==> config.mk <==
export PLATFORM = sky130hd
export DESIGN_NAME = microc_ctrl_flat
export DESIGN_NICKNAME = d
export VERILOG_FILES = /design/src/rtl/microc_ctrl_if.sv /design/src/rtl/microc_ctrl.sv /design/src/flat_wrapper.sv
export SDC_FILE = /design/constraint.sdc
export NUM_CORES = 1
export LEC_CHECK = 0
export BUFFER_PORTS_ARGS = -buffer_cell sky130_fd_sc_hd__buf_2
export CELL_PAD_IN_SITES_DETAIL_PLACEMENT = 1
export CELL_PAD_IN_SITES_GLOBAL_PLACEMENT = 2
export CORE_UTILIZATION = 15
export DETAILED_ROUTE_END_ITERATION = 7
export PLACE_DENSITY_LB_ADDON = 0.3
export SLEW_MARGIN = 20
export SYNTH_ARGS = -nofsm -noshare
export SYNTH_HDL_FRONTEND = slang
export SYNTH_SLANG_ARGS = --single-unit
==> constraint.sdc <==
create_clock -name clk -period 0.95 [get_ports clk]
set_input_delay 0.19 -clock clk [delete_from_list [all_inputs] [get_ports clk]]
set_output_delay 0.19 -clock clk [all_outputs]
set_load 0.01 [all_outputs]
==> src/rtl/microc_ctrl_if.sv <==
// microc_ctrl_if: control/status bundle between the microc datapath and its controller.
interface microc_ctrl_if;
    logic [5:0] opcode;
    logic       z;
    logic       s_inc;
    logic       s_inm;
    logic       we;
    logic       wez;
    logic [2:0] alu_op;
    modport master (input opcode, z, output s_inc, s_inm, we, wez, alu_op);
    modport slave  (output opcode, z, input s_inc, s_inm, we, wez, alu_op);
endinterface

==> src/rtl/microc_ctrl.sv <==
// microc_ctrl: run/halt control unit for the microc datapath; MICROC_CTRL_PERF_EN adds counters.
module microc_ctrl #(parameter int CNT_W = 16) (
    input  logic clk,
    input  logic reset,
    microc_ctrl_if.master bus,
    output logic halted,
    output logic illegal
`ifdef MICROC_CTRL_PERF_EN
    ,
    output logic [CNT_W-1:0] instr_cnt,
    output logic [CNT_W-1:0] taken_cnt
`endif
);
    typedef enum logic {RUN, HALT} state_t;
    state_t state, state_n;
    logic [3:0] op;
    logic run, taken;
    assign op = bus.opcode[5:2];
    assign run = state == RUN;
    assign taken = op == 4'b0010 || (op == 4'b0011 && bus.z) || (op == 4'b0100 && !bus.z);
    wire unused_ok = &{1'b0, bus.opcode[1:0]};
    always_ff @(posedge clk or negedge reset)
        if (!reset) state <= RUN;
        else state <= state_n;
    always_comb state_n = (run && op == 4'b0110) ? HALT : state;
    always_comb begin
        bus.we     = run && (op[3] || op[3:1] == 3'b000);
        bus.wez    = run && (op[3] || op == 4'b0001);
        bus.s_inm  = run && op[3:1] == 3'b000;
        bus.alu_op = !run ? 3'b000 : op[3] ? bus.opcode[4:2] : op == 4'b0001 ? 3'b010 : 3'b000;
        bus.s_inc  = !run ? 1'b0 : op == 4'b0010 ? 1'b0 : op == 4'b0011 ? ~bus.z :
                     op == 4'b0100 ? bus.z : op != 4'b0110;
        halted     = state == HALT;
    end
    always_ff @(posedge clk or negedge reset)
        if (!reset) illegal <= 1'b0;
        else if (run && op == 4'b0111) illegal <= 1'b1;
`ifdef MICROC_CTRL_PERF_EN
    always_ff @(posedge clk or negedge reset)
        if (!reset) begin
            instr_cnt <= '0;
            taken_cnt <= '0;
        end else if (run) begin
            instr_cnt <= instr_cnt + 1'b1;
            if (taken) taken_cnt <= taken_cnt + 1'b1;
        end
`else
    localparam int unused_cnt_w = CNT_W;
    wire unused_taken = taken;
`endif
endmodule
==> src/flat_wrapper.sv <==
// flat-port wrapper written by rule: the top's interface ports become plain ports
module microc_ctrl_flat 
#(parameter int CNT_W = 16)
  (clk, reset, halted, illegal, bus_opcode, bus_z, bus_s_inc, bus_s_inm, bus_we, bus_wez, bus_alu_op);
  microc_ctrl_if bus_i ();
  input  logic clk;
  input  logic reset;
  output logic halted;
  output logic illegal;
  input wire logic [$bits(bus_i.opcode)-1:0] bus_opcode;
  input wire logic [$bits(bus_i.z)-1:0] bus_z;
  output wire logic [$bits(bus_i.s_inc)-1:0] bus_s_inc;
  output wire logic [$bits(bus_i.s_inm)-1:0] bus_s_inm;
  output wire logic [$bits(bus_i.we)-1:0] bus_we;
  output wire logic [$bits(bus_i.wez)-1:0] bus_wez;
  output wire logic [$bits(bus_i.alu_op)-1:0] bus_alu_op;
  assign bus_i.opcode = bus_opcode;
  assign bus_i.z = bus_z;
  assign bus_s_inc = bus_i.s_inc;
  assign bus_s_inm = bus_i.s_inm;
  assign bus_we = bus_i.we;
  assign bus_wez = bus_i.wez;
  assign bus_alu_op = bus_i.alu_op;
  microc_ctrl #(.CNT_W(CNT_W)) u_core (.clk(clk), .reset(reset), .bus(bus_i), .halted(halted), .illegal(illegal));
endmodule
==> results.sh <==
export IMPL_grt_first_pass_wirelength_mm=1.46
export IMPL_cp_end_kind="output port"
export IMPL_cells_after_dpl=62
export IMPL_placer_s_final_routability_congestion_estimate=0.744
export IMPL_fin_crit_ps=1290
export IMPL_avgViaCountPerCell=4.38
export IMPL_critical_path_class="reg2out"
export IMPL_place_port_buffers=15
export IMPL_syn_mean_instance_area_um2=8.29
export IMPL_clock_pin_slew_reported_for_the_worst_setup_and_hold_paths_after_clock_tree_synthesis_ps=30
export IMPL_grtUsageTotal=0.147
export IMPL_leakagePower_nw=0.246
export IMPL_hold_violations=0
export IMPL_final_util=0.439
export IMPL_clock_sinks=2
export IMPL_finalClockSkew_ps=1.28
export IMPL_clock_path_buffers=2
export IMPL_r2r_start="u_core.halted$_DFFE_PN0P_"
export IMPL_slew_limit_headroom=0.784
export IMPL_topRoutingLayerUsed="met3"
export IMPL_post_synth_instance_area_um2=199
export IMPL_routed_via_count=302
export IMPL_rows=12
export IMPL_reg2regPathDepth=4
export IMPL_report_final_setup_viol=10
export IMPL_hpwl_um=624
export IMPL_fmax_ghz=0.776
export IMPL_final_area_um2=514
export IMPL_synthesis_yosys_warnings=0
export IMPL_synth_area_top_cells="sky130_fd_sc_hd__dfrtp_1 (25%), sky130_fd_sc_hd__buf_6 (11%), sky130_fd_sc_hd__nor2_1 (11%)"
export IMPL_ant_nets=0
export IMPL_cts_buffers=3
export IMPL_chipHeight_um=38.4
export IMPL_final_setup_tns_ps=-2500
export IMPL_clk_insertion_delay_late_ps=220
export IMPL_grt_start_max_net_pins=7
export IMPL_power_total_mw=0.480
export IMPL_worst_ir_drop_vdd_mv=0.667
export IMPL_max_cap_violations=0
export IMPL_status="finished, violations left"
export IMPL_core_ar_mm2=0.00117
export IMPL_cp_start_kind="register"
export IMPL_yosysTopAreaCellShare=0.252
export IMPL_slew_viol_final=0
export IMPL_setup_ws_ps=-339
export IMPL_grt_remaining_overflow=0
export IMPL_antenna_found_initial=0
export IMPL_ys_types=14
export IMPL_drt_pass1_iterations=1
export IMPL_timing_final_crit_share=1.36
export IMPL_crit_path_top_delay_cell="sky130_fd_sc_hd__dfrtp_2"
export IMPL_critPathArrivalTime_ps=1100
export IMPL_timing_worst_slew_pin_value_ps=321
export IMPL_ctsRootBufferMaster="sky130_fd_sc_hd__clkbuf_4"
export IMPL_timing_critical_path_fanout_max=5
export IMPL_floorplan_die_area_mm2=0.00148
export IMPL_n_antenna_cell=0
export IMPL_cts_htree_levels=1
export IMPL_wl_per_cell_um=13.2
export IMPL_routed_wl_um=910
export IMPL_r2r_end="u_core.halted$_DFFE_PN0P_"
export IMPL_synthesis_nets=33
export IMPL_remaining_drc_errors=0
export IMPL_via_count_of_the_first_global_routing_pass=302
export IMPL_floorplan_initialDensity=0.170
export IMPL_cts_tree="done"
export IMPL_yosys_register_bits=2
export IMPL_syn2layout_area_growth_pct=158
export IMPL_detail_route_wirelength_met1_um=359
export IMPL_violations_in_the_final_reports="setup timing"
export IMPL_drt_iter0_markers=0
export IMPL_synth_area_leader_cell="sky130_fd_sc_hd__dfrtp_1"
export IMPL_nets=66
export IMPL_slowest_delay_ps=440
export IMPL_ioPinCount=18
export IMPL_placed_cell_area_um2=407
export IMPL_reg2reg_setup_slack_ps=-150
export IMPL_worst_hold_path_type="in2async"
export IMPL_wl_met3_um=23
export IMPL_synth_yosys_seq_area_share=0.252
export IMPL_fin_cells=69
export IMPL_die_w_um=38.4
export IMPL_data_required_time_at_the_worst_endpoint_ps=760
export IMPL_layout_drive_gt1_share=0.782
export IMPL_path_cells="buf_6, nor4_4, buf_2"
export IMPL_met2RoutedLength_um=527
export IMPL_rsz0062_at_grt="yes"
export IMPL_netlist_instances=24
export IMPL_power_density_mw_per_mm2=933
worst max path at each step:
| stage | depth (start not counted) | slack [ps] | to | from |
|---|---|---|---|---|
| floorplan | 2 | -40 | bus_s_inc | u_core.halted$_DFFE_PN0P_ |
| global placement | 5 | -190 | bus_s_inc | bus_opcode[2] |
| detailed placement | 5 | -210 | bus_s_inc | bus_opcode[5] |
| CTS | 3 | -350 | bus_alu_op[0] | u_core.halted$_DFFE_PN0P_ |
| global route | 3 | -420 | bus_alu_op[0] | u_core.halted$_DFFE_PN0P_ |
| finish | 3 | -340 | bus_s_inm | u_core.halted$_DFFE_PN0P_ |
flip-flops by register name, indices dropped and copies added (netlist names):
name	cells
u_core.illegal	1
u_core.halted	1
where the power goes:
part           leakage (nW)  internal, mW  switching (mW)
sequential           0.0199        0.0993         0.00993
clock                0.0138         0.139          0.0405
combinational         0.213         0.101          0.0905
total                 0.246         0.339           0.141
stage by stage:
step | hold slack [ps] | worst slack [ps]
2_1_floorplan | -106 | -38.1
3_3_place_gp | -24.5 | -193
3_5_place_dp | -24.1 | -209
4_1_cts | 282 | -353
5_1_grt | 310 | -415
6_report | 327 | -339
per-layer routing:
layer,track usage,vias up
met5,0,-
met4,0.0776,0
met3,0.0349,0
met2,0.242,7
met1,0.174,146
li1,-,149
logic make-up (layout without fill, tap and decap cells):
group | Yosys count | in the layout | synth area share
buf+inv | 4 | 35 | 0.151
flops | 2 | 2 | 0.252
compound gates | 6 | 6 | 0.245
simple gates | 12 | 12 | 0.352
worst max-delay path, delay by kind of cell, from the launching register on:
family                 cells  cell delay, ps
DFF                        1             440
buffers and inverters      2             320
and+or+nand+nor            1             120
cell usage after synthesis:
| library cell | count |
|---|---|
| sky130_fd_sc_hd__nor2_1 | 6 |
| sky130_fd_sc_hd__a41o_1 | 1 |
| sky130_fd_sc_hd__inv_1 | 2 |
| sky130_fd_sc_hd__buf_6 | 2 |
| sky130_fd_sc_hd__o21ai_0 | 1 |
| sky130_fd_sc_hd__nor3b_1 | 2 |
| sky130_fd_sc_hd__a311oi_2 | 1 |
| sky130_fd_sc_hd__and3_4 | 1 |
| sky130_fd_sc_hd__nor2_2 | 1 |
| sky130_fd_sc_hd__dfrtp_1 | 2 |
| sky130_fd_sc_hd__nor4b_1 | 1 |
| sky130_fd_sc_hd__a31o_1 | 1 |
| sky130_fd_sc_hd__a21oi_1 | 2 |
| sky130_fd_sc_hd__nor4_1 | 1 |
layout by cell type, fill, tap and decap left out:
master,Yosys,layout
sky130_fd_sc_hd__a21oi_1,2,2
sky130_fd_sc_hd__a311oi_4,0,1
sky130_fd_sc_hd__a31o_1,1,1
sky130_fd_sc_hd__a41o_1,1,1
sky130_fd_sc_hd__and3_4,1,1
sky130_fd_sc_hd__buf_2,0,12
sky130_fd_sc_hd__buf_4,0,10
sky130_fd_sc_hd__buf_6,2,7
sky130_fd_sc_hd__clkbuf_4,0,3
sky130_fd_sc_hd__dfrtp_1,2,1
sky130_fd_sc_hd__dfrtp_2,0,1
sky130_fd_sc_hd__dlygate4sd3_1,0,1
sky130_fd_sc_hd__inv_1,2,2
sky130_fd_sc_hd__nor2_1,6,3
sky130_fd_sc_hd__nor2_2,1,2
sky130_fd_sc_hd__nor2_4,0,2
sky130_fd_sc_hd__nor3b_4,0,2
sky130_fd_sc_hd__nor4_4,0,1
sky130_fd_sc_hd__nor4b_2,0,1
sky130_fd_sc_hd__o21ai_0,1,1
repair_timing:
| action | 4_1_cts | 5_1_grt |
|---|---|---|
| pin swaps | 3 | 0 |
| hold buffers | 1 | 0 |
| endpoints found under the setup margin | 9 | 11 |
| cloned | 0 | 0 |
| setup buffers | 2 | 2 |
| gates resized for setup | 9 | 5 |
| endpoints found under the hold margin | 2 | 0 |
layout make-up:
| type | instances | area, um^2 |
|---|---|---|
| Fill cell | 149 | 657 |
| Timing Repair Buffer | 30 | 224 |
| Multi-Input combinational cell | 18 | 191 |
| Sequential cell | 2 | 51.3 |
| Clock buffer | 3 | 22.5 |
| Tap cell | 14 | 17.5 |
| Inverter | 2 | 7.51 |
No activity file was read; power rests on OpenSTA's default activity.
